$ cat src/rtl/lc4_mem_pkg.sv
// Shared types and constants for the LC4 memory arbiter.
// Optional round-robin arbitration is selected by the LC4_MEM_ARB_RR_EN macro.
package lc4_mem_pkg;

  typedef enum logic {
    IDLE = 1'b0,
    BUSY = 1'b1
  } state_e;

  typedef enum logic {
    OWN_I = 1'b0,
    OWN_D = 1'b1
  } owner_e;

  localparam int MEM_LAT_DEFAULT = 8;

endpackage

$ cat src/rtl/lc4_mem_lat_ctr.sv
// Latency counter for the memory arbiter: clears on grant, counts gwe-qualified
// busy cycles and flags the cycle in which read data is returned.
module lc4_mem_lat_ctr
  import lc4_mem_pkg::*;
#(
  parameter int MEM_LAT = MEM_LAT_DEFAULT
) (
  input  logic       clk,
  input  logic       rst,
  input  logic       clr,
  input  logic       inc,
  output logic [3:0] cnt,
  output logic       tc
);

  localparam logic [3:0] TC_VAL = 4'(MEM_LAT - 1);

  logic [3:0] cnt_q, cnt_d;

  always_comb begin
    cnt_d = cnt_q;
    if (clr) begin
      cnt_d = 4'd0;
    end else if (inc) begin
      cnt_d = cnt_q + 4'd1;
    end
  end

  always_ff @(posedge clk) begin
    if (rst) begin
      cnt_q <= 4'd0;
    end else begin
      cnt_q <= cnt_d;
    end
  end

  assign cnt = cnt_q;
  assign tc  = (cnt_q == TC_VAL);

endmodule

$ cat src/rtl/lc4_mem_arbiter.sv
// Two-port (insn refill / data) arbiter onto a single fixed-latency memory.
// Define LC4_MEM_ARB_RR_EN for round-robin; default is data-over-insn priority.
//
// state | meaning
// IDLE  | no transaction outstanding; grant on gwe when any request is present
// BUSY  | one transaction in flight; waits MEM_LAT gwe cycles for the result
module lc4_mem_arbiter
  import lc4_mem_pkg::*;
#(
  parameter int MEM_LAT = MEM_LAT_DEFAULT
) (
  input  logic        clk,
  input  logic        rst,
  input  logic        gwe,
  input  logic        i_req,
  input  logic [15:0] i_addr,
  output logic        i_gnt,
  output logic        i_rvalid,
  output logic [15:0] i_rdata,
  input  logic        d_req,
  input  logic        d_we,
  input  logic [15:0] d_addr,
  input  logic [15:0] d_wdata,
  output logic        d_gnt,
  output logic        d_rvalid,
  output logic [15:0] d_rdata,
  output logic [15:0] mem_addr,
  output logic        mem_we,
  output logic [15:0] mem_wdata,
  input  logic [15:0] mem_rdata
);

  state_e      state_q, state_d;
  owner_e      owner_q, owner_d;
  logic [15:0] addr_q, addr_d;
  logic        we_q, we_d;
  logic [15:0] wdata_q, wdata_d;

  logic        ctr_clr;
  logic        ctr_inc;
  logic [3:0]  ctr_cnt;
  logic        ctr_tc;
  logic        d_prio;
  logic        d_win;

`ifdef LC4_MEM_ARB_RR_EN
  owner_e ptr_q, ptr_d;

  // Pointer hands priority to the other requester after every grant.
  always_comb begin
    ptr_d = ptr_q;
    if (d_gnt) begin
      ptr_d = OWN_I;
    end else if (i_gnt) begin
      ptr_d = OWN_D;
    end
  end

  always_ff @(posedge clk) begin
    if (rst) begin
      ptr_q <= OWN_D;
    end else begin
      ptr_q <= ptr_d;
    end
  end

  assign d_prio = (ptr_q == OWN_D);
`else
  assign d_prio = 1'b1;
`endif

  assign d_win   = d_req && (!i_req || d_prio);
  assign ctr_inc = (state_q == BUSY) && gwe;

  lc4_mem_lat_ctr #(
    .MEM_LAT (MEM_LAT)
  ) u_lat_ctr (
    .clk (clk),
    .rst (rst),
    .clr (ctr_clr),
    .inc (ctr_inc),
    .cnt (ctr_cnt),
    .tc  (ctr_tc)
  );

  always_comb begin
    state_d  = state_q;
    owner_d  = owner_q;
    addr_d   = addr_q;
    we_d     = we_q;
    wdata_d  = wdata_q;
    ctr_clr  = 1'b0;
    i_gnt    = 1'b0;
    d_gnt    = 1'b0;
    i_rvalid = 1'b0;
    d_rvalid = 1'b0;
    unique case (state_q)
      IDLE: begin
        // Grants are suppressed under reset so nothing is handed out that won't be latched.
        if (gwe && !rst && (i_req || d_req)) begin
          state_d = BUSY;
          ctr_clr = 1'b1;
          if (d_win) begin
            d_gnt   = 1'b1;
            owner_d = OWN_D;
            addr_d  = d_addr;
            we_d    = d_we;
            wdata_d = d_wdata;
          end else begin
            i_gnt   = 1'b1;
            owner_d = OWN_I;
            addr_d  = i_addr;
            we_d    = 1'b0;
            wdata_d = 16'h0;
          end
        end
      end
      BUSY: begin
        if (gwe && !rst && ctr_tc) begin
          state_d = IDLE;
          if (owner_q == OWN_D) begin
            d_rvalid = 1'b1;
          end else begin
            i_rvalid = 1'b1;
          end
        end
      end
      default: state_d = IDLE;
    endcase
  end

  always_ff @(posedge clk) begin
    if (rst) begin
      state_q <= IDLE;
      owner_q <= OWN_I;
      addr_q  <= 16'h0;
      we_q    <= 1'b0;
      wdata_q <= 16'h0;
    end else begin
      state_q <= state_d;
      owner_q <= owner_d;
      addr_q  <= addr_d;
      we_q    <= we_d;
      wdata_q <= wdata_d;
    end
  end

  // Counter is cleared on grant, so count 0 in BUSY marks the first busy cycle.
  assign mem_addr  = (state_q == BUSY) ? addr_q : 16'h0;
  assign mem_we    = (state_q == BUSY) && we_q && (ctr_cnt == 4'd0);
  assign mem_wdata = mem_we ? wdata_q : 16'h0;
  assign i_rdata   = i_rvalid ? mem_rdata : 16'h0;
  assign d_rdata   = (d_rvalid && !we_q) ? mem_rdata : 16'h0;

endmodule

$ cat config.mk
export PLATFORM = sky130hd
export DESIGN_NAME = lc4_mem_arbiter
export DESIGN_NICKNAME = d
export VERILOG_FILES = /design/src/rtl/lc4_mem_pkg.sv /design/src/rtl/lc4_mem_lat_ctr.sv /design/src/rtl/lc4_mem_arbiter.sv
export SDC_FILE = /design/constraint.sdc
export NUM_CORES = 1
export LEC_CHECK = 0
export ABC_AREA = 1
export CAP_MARGIN = 20
export CORE_MARGIN = 2
export CORE_UTILIZATION = 41
export DETAILED_ROUTE_END_ITERATION = 12
export GPL_TIMING_DRIVEN = 1
export PLACE_DENSITY_LB_ADDON = 0.3
export SLEW_MARGIN = 20
export SYNTH_ARGS = -nofsm -noshare
export SYNTH_HDL_FRONTEND = slang
export SYNTH_SLANG_ARGS = --single-unit
$ cat constraint.sdc
create_clock -name clk -period 2.4 [get_ports clk]
set_input_delay 0.24 -clock clk [delete_from_list [all_inputs] [get_ports clk]]
set_output_delay 0.24 -clock clk [all_outputs]
set_load 0.01 [all_outputs]
# ---- Word level (Yosys, flattened, before mapping)
# Cells that the tools add are included.
dict set report op_classes {
  n_addsub 1
  mul 0
  div 0
  n_lt_le_gt_ge 0
  n_eq_ne 1
  shift 0
  n_mux 23
  n_bitwise 1
  reduce_logical 13
}
# cell n
set ops {}
lappend ops {{16-bit 2-to-1 mux} 6}
lappend ops {{1-bit 2-to-1 mux} 16}
lappend ops {{1-bit logical AND} 7}
lappend ops {{4-bit by 1-bit adder with 4-bit output, second input constant} 1}
lappend ops {{4-bit by 3-bit == test with 1-bit output, second input constant} 1}
lappend ops {{4-bit logical NOT} 1}
lappend ops {{1-bit logical NOT} 2}
lappend ops {{1-bit case mux with 2 select lines} 1}
lappend ops {{2-bit AND reduction} 1}
lappend ops {{2-bit OR reduction} 1}
lappend ops {{1-bit logical OR} 1}
lappend ops {{1-bit inverter} 1}
dict set report word_totals {
  register_bits 39
  latchBits 0
  mem_bits_rw 0
  mem_bits_ro 0
  input_bits 70
  out_inout_bits 69
  wordCells 45
  n_memories 0
}

# ---- Logic depth before layout (Yosys ltp)
dict set report logic_depth {
  word_depth 7
  depth_mapped 8
  ltp_nobuf 6
}

# ---- By module
# Synthesis repeated with hierarchy kept, for this count alone.
dict set report unflattened {
  hier_cells 453
  area_unflattened_um2 2472.4
}
# module n_inst cells_each area_per_inst_um2 seq_area_each_um2
set by_module_without_submodules {}
lappend by_module_without_submodules {lc4_mem_arbiter 1 429 2298.5 700.7}
lappend by_module_without_submodules {lc4_mem_lat_ctr 1 24 173.9 80.1}

# ---- Least setup slack after synthesis
# OpenSTA, ideal clock, no wires.
dict set report synth_timing {
  path_kind {register to output}
  start {register u_lat_ctr.cnt_q[1] (netlist: u_lat_ctr.cnt[1])}
  end {output port i_rdata[10]}
  arrival_ns 1.210
  slack_ns 0.950
  stages_incl_launch_ff 7
  n_path_buf 1
  cell_sequence {dfxtp_1 -> ha_1 -> nand2_1 -> nor2_4 -> nand3_4 -> buf_6 -> nor2_1}
}
dict set report synth_between {
  elab_chain_len 5
}
# item line_no
set synth_lines {}
lappend synth_lines {{start, declared} lc4_mem_lat_ctr.sv:18} ;# logic [3:0] cnt_q, cnt_d;
lappend synth_lines {{start signal, assigned} lc4_mem_lat_ctr.sv:33} ;# cnt_q <= cnt_d;
lappend synth_lines {{4-bit by 3-bit == test with 1-bit output} lc4_mem_lat_ctr.sv:38} ;# assign tc = (cnt_q == TC_VAL);
lappend synth_lines {{1-bit logical AND} lc4_mem_arbiter.sv:119} ;# if (gwe && !rst && ctr_tc) begin
lappend synth_lines {{1-bit 2-to-1 mux} lc4_mem_arbiter.sv:119}
lappend synth_lines {{1-bit 2-to-1 mux} lc4_mem_arbiter.sv:97} ;# unique case (state_q)
lappend synth_lines {{16-bit 2-to-1 mux} lc4_mem_arbiter.sv:152} ;# assign i_rdata = i_rvalid ? mem_rdata : 16'h0;
lappend synth_lines {{end, declared} lc4_mem_arbiter.sv:19} ;# output logic [15:0] i_rdata,
# No other way between the ends.

# ---- Worst setup path after layout
dict set report layout_timing {
  start {register u_lat_ctr.cnt_q[1] (netlist: u_lat_ctr.cnt[1])}
  end {output port d_rdata[15]}
}
dict set report layout_between {
  elab_chain_len 6
}
# item line_no
set layout_lines {}
lappend layout_lines {{4-bit by 3-bit == test with 1-bit output} lc4_mem_lat_ctr.sv:38}
lappend layout_lines {{1-bit logical AND} lc4_mem_arbiter.sv:119}
lappend layout_lines {{1-bit 2-to-1 mux} lc4_mem_arbiter.sv:119}
lappend layout_lines {{1-bit 2-to-1 mux} lc4_mem_arbiter.sv:97}
lappend layout_lines {{1-bit logical AND} lc4_mem_arbiter.sv:153} ;# assign d_rdata = (d_rvalid && !we_q) ? mem_rdata : 16'h0;
lappend layout_lines {{16-bit 2-to-1 mux} lc4_mem_arbiter.sv:153}
lappend layout_lines {{end, declared} lc4_mem_arbiter.sv:26} ;# output logic [15:0] d_rdata,
# No other way between the ends.

==> run summary <==
The final number of hold-violating endpoints was 0. Of the synthesized area, sequential elements account for between 30% and 40%. Per report_power, the sequential group accounts for between 40 and 50% of the total.

The count of final setup violators is 0. The starting density of the core is 42.8%. The startpoint identified for the worst hold timing path is wdata_q[8]$_SDFFE_PP0P_. In this run the tightest slew margin relative to its limit is between 60% and 70%.

The total congestion overflow came out at 0. The routed wirelength normalized by instance count came out at 11.1 um. The worst min-delay path class is reg -> reg. The worst setup path is of the reg -> out kind.

The number of library cell types mapped by synthesis is 24. The slack of the worst reg-to-reg path is approximately 0.92 ns. The clock slew seen by the registers of the worst setup and hold paths came out at ~0.080 ns.

The startpoint identified for the worst register-to-register timing path is state_q$_SDFF_PP0_. Wires add up to approximately 6800 um. The count of vias placed by the detailed router is roughly 2700.

The number of design rule violations left after detail routing came out at 0. During placement, the flow inserted port buffers numbering around 140. The layout cell share with drive strength beyond 1 came out at under 10%. The largest fanout on the critical path is 13. The max-capacitance violation count is 0.

The clock insertion delay at the later pin of the skew report came out at ~0.28 ns. The number of DRC violations after detailed-routing iteration 0 is 93. The met2 demand-to-capacity share in global routing is between 30% and 40%. The power spent charging and discharging nets is 0.387 mW. The minimum clock period after layout came out at 2.30 ns. The sink count of the clock tree is 39.

The startpoint type of the worst setup path is a register. The timing-limited maximum frequency came out at 434 MHz. The largest stage delay on the critical path is approximately 0.54 ns. The total of flip-flops plus latches after synthesis came out at 39. The critical path data arrival time came out at between 2 and 2.5 ns. The standard-cell row count is 27. Among all flip-flop cells after synthesis, the most frequent one is dfxtp_1. At the worst endpoint, the required time is between 2 and 2.5 ns.

The maximum count of clock buffers along a single path is 2. The overall die area is about 6400 sq um. The count of final max-slew check failures came to 0. The endpoint identified for the worst register-to-register timing path is u_lat_ctr.cnt[1]$_SDFFE_PP0P_. The post-synthesis instance total came out at ~400. The final clock period utilization by the worst path is between 90% and 100%. Of all flip-flops after synthesis, the portion carrying an async set or reset was 0%. Ranked by total cell area, the synthesized netlist is headed by dfxtp_1 (33%), nand2_1 (23%), inv_1 (12%), nor2_1 (12%), nand3_1 (4.0%). The total CTS buffers came out at 5.

The number of fill cells in the layout is between 400 and 500. The cell accounting for the most synthesized area is dfxtp_1. The number of detailed-route iterations in the first pass came out at 4. The met1 demand-to-capacity share in global routing is 23.5%. The number of global-route vias before repair came out at ~2600. In this run the biggest area consumer among cell types represents 33.0% of the synthesized area. During I/O placement, the number of pins put on the boundary was between 100 and 150. The slew at the pin closest to its max-slew limit is roughly 0.48 ns. Dividing the detail-routed via count by the number of cells gives approximately 4.4. Entering global routing, the biggest net connects 52 pins. The final standard cell area without fillers came out at approximately 3900 sq um. Setup total negative slack on the finished layout was measured at 0 ns. The CTS tree is yes. The number of buffers and inverters on the critical path is 2. The number of nets in the synthesized netlist is 473.

The routing usage on met3 is under 10%. Setup repair after global routing left no endpoint under its margin. The kind of cell with the highest combined delay on the critical path is buffers and inverters. The die width came out at around 80 um.

On the final layout, the worst clock skew is approximately 0.0086 ns. The signal on the critical path passes through ha_1 > nand2_1 > nor2_4 > nand4_4 > buf_12 > nor2_1 > clkdlybuf4s50_1. The portion of total power attributed to combinational logic is 20.2%. Power spread over the standard cell area amounts to 380 nW/um^2. The depth of the CTS H-tree is 2. Net switching is between 20% and 30% of the power. The wire length of the first global-routing pass came out at approximately 11000 um. The HPWL after detailed placement is between 5000 and 6000 um. The number of nets with antenna violations after detailed routing came out at 0.

The internal power summed over all cells is 1.11 mW. The hold path endpoint is wdata_q[8]$_SDFFE_PP0P_. In this run the mean area of a mapped cell was 5.91 sq um. The height of the die is 80.0 um.

The run finished with clean final reports. The clock share of power is 32.6%. The total inserted antenna cells came out at 0. The critical path depth is 7. The area of the core is approximately 5500 sq um. Summed over all cells, the static leakage comes to ~2.0 nW.

The post-placement cell area came out at around 3800 sq um. The number of enable flip-flop cells after synthesis is 0. During synthesis, Yosys emitted a total of 0 warnings. The cell sitting at the root of the clock tree is a clkbuf_8. After global routing, the most crowded layer is met2. The hold path depth is 2.

The worst-case IR drop observed on VDD is 0.000326 V. The number of buffers added to fix hold violations after cts is 0. Compared with the post-synthesis result, the final layout area differs by 65.8%.

The final estimated routing congestion in global placement came out at 0.756. Counting cells, the worst reg-to-reg path comes to 5. The largest individual stage delay along the critical path comes from the cell clkdlybuf4s50_1. STA classifies the critical path endpoint as an output pin. In this run the cell area of the synthesized design comes to 2370 sq um.

The total global routing track utilization is between 20% and 30%. The final net count came out at 610. The number of antenna violations at the first check in global routing came out at 0.
==> logic make-up after synthesis <==
family                     count (synthesis)  share of synthesized area, %
and+or+nand+nor                          260                          47.2
buffers and inverters                     94                          17.4
AOI/OAI and AO/OA                          5                          1.06
DFF                                       39                          33.0
adders and majority gates                  2                          1.06
xor gates and xnor gates                   1                         0.370
==> cell usage after synthesis, types with 2 or more instances <==
cell type / number
nor2_1: 75
nand3_1: 19
nand3_4: 2
buf_1: 2
nand2_1: 146
nor2_2: 10
dfxtp_1: 39
buf_4: 3
inv_1: 75
nor2_4: 2
a21oi_1: 4
nand3_2: 2
ha_1: 2
buf_6: 5
buf_2: 6
==> tightest hold or removal path: stages (launching register included) <==
cell and delay (ns):
dfxtp_1 0.31, nand3_1 0.07, nand2_1 0.04
==> power by group through the flow <==
stage	logic (mW)	registers, mW	clock network [mW]
3_3_place_gp	0.293	0.717	0
6_report	0.302	0.705	0.487
5_1_grt	0.336	0.710	0.527
3_5_place_dp	0.300	0.720	0
4_1_cts	0.302	0.705	0.500
2_1_floorplan	0.149	0.714	0
==> per-stage QoR <==
stage | utilization, % | cells | total power, mW | worst slack [ns] | hold slack (ns)
2_1_floorplan | - | 401 | 0.863 | 0.950 | 0.350
3_3_place_gp | 67.8 | 599 | 1.01 | 0.139 | 0.453
3_5_place_dp | 67.8 | 599 | 1.02 | 0.0591 | 0.459
4_1_cts | 70.2 | 609 | 1.51 | 0.0695 | 0.470
5_1_grt | 70.9 | 611 | 1.57 | 0.00281 | 0.486
6_report | 70.9 | 611 | 1.49 | 0.0956 | 0.467
==> layout by cell type, fill, tap and decap left out <==
| master | n |
|---|---|
| nor2_1 | 75 |
| nand2_1 | 146 |
| nor2_4 | 2 |
| clkinvlp_4 | 1 |
| o21ai_0 | 1 |
| nand3_2 | 2 |
| buf_12 | 1 |
| dfxtp_1 | 36 |
| inv_1 | 75 |
| clkdlybuf4s50_1 | 134 |
| nor2_8 | 1 |
| nor3_1 | 1 |
| a21oi_1 | 4 |
| nor2_2 | 10 |
| nand2_2 | 1 |
| dfxtp_2 | 3 |
| ha_1 | 2 |
| clkbuf_8 | 7 |
| xor2_1 | 1 |
| buf_4 | 7 |
| nand3_1 | 19 |
| inv_4 | 1 |
| nand4_4 | 1 |
| dlymetal6s2s_1 | 4 |
| nand3_4 | 3 |
| inv_2 | 1 |
==> flip-flops by register name (all words and copies together), names as in the netlist <==
register and flops:
we_q 1, owner_q 1, wdata_q 16, addr_q 16
state_q 1, u_lat_ctr.cnt 4
==> layout make-up <==
cell class / instances / area (sq um) / share of cell area, %
Sequential cell: 39 / 785 / 20.0
Tap cell: 72 / 90.1 / 2.29
Timing Repair Buffer: 146 / 1460 / 37.3
Multi-Input combinational cell: 269 / 1190 / 30.4
Inverter: 77 / 292 / 7.42
Clock buffer: 7 / 96.3 / 2.45
Clock inverter: 1 / 7.51 / 0.191
==> per-layer routing <==
metal  part of all wire [%]  vias to the layer above
li1                       -                     1426
met5                      0                        -
met3                    7.3                        8
met1                     41                     1168
met4                    1.3                        0
met2                     50                       93
==> timing repair <==
action                                 in CTS  in global routing
setup endpoints to repair                   9                 39
gates resized for setup                     0                  8
pin swaps                                   0                  3
endpoints found under the hold margin       0                  0
gates cloned                                0                  1
buffers inserted                            2                  1
==> worst max-delay path by stage <==
stage	start	end	slack, ns
2_1_floorplan	u_lat_ctr.cnt[1]$_SDFFE_PP0P_	i_rdata[10]	0.95
3_5_place_dp	gwe	d_rdata[1]	0.06
5_1_grt	u_lat_ctr.cnt[1]$_SDFFE_PP0P_	d_rdata[10]	0.003
3_3_place_gp	gwe	d_rdata[0]	0.14
4_1_cts	u_lat_ctr.cnt[1]$_SDFFE_PP0P_	d_rdata[9]	0.07
6_report	u_lat_ctr.cnt[1]$_SDFFE_PP0P_	d_rdata[15]	0.1
No activity file was read; power rests on OpenSTA's default activity.
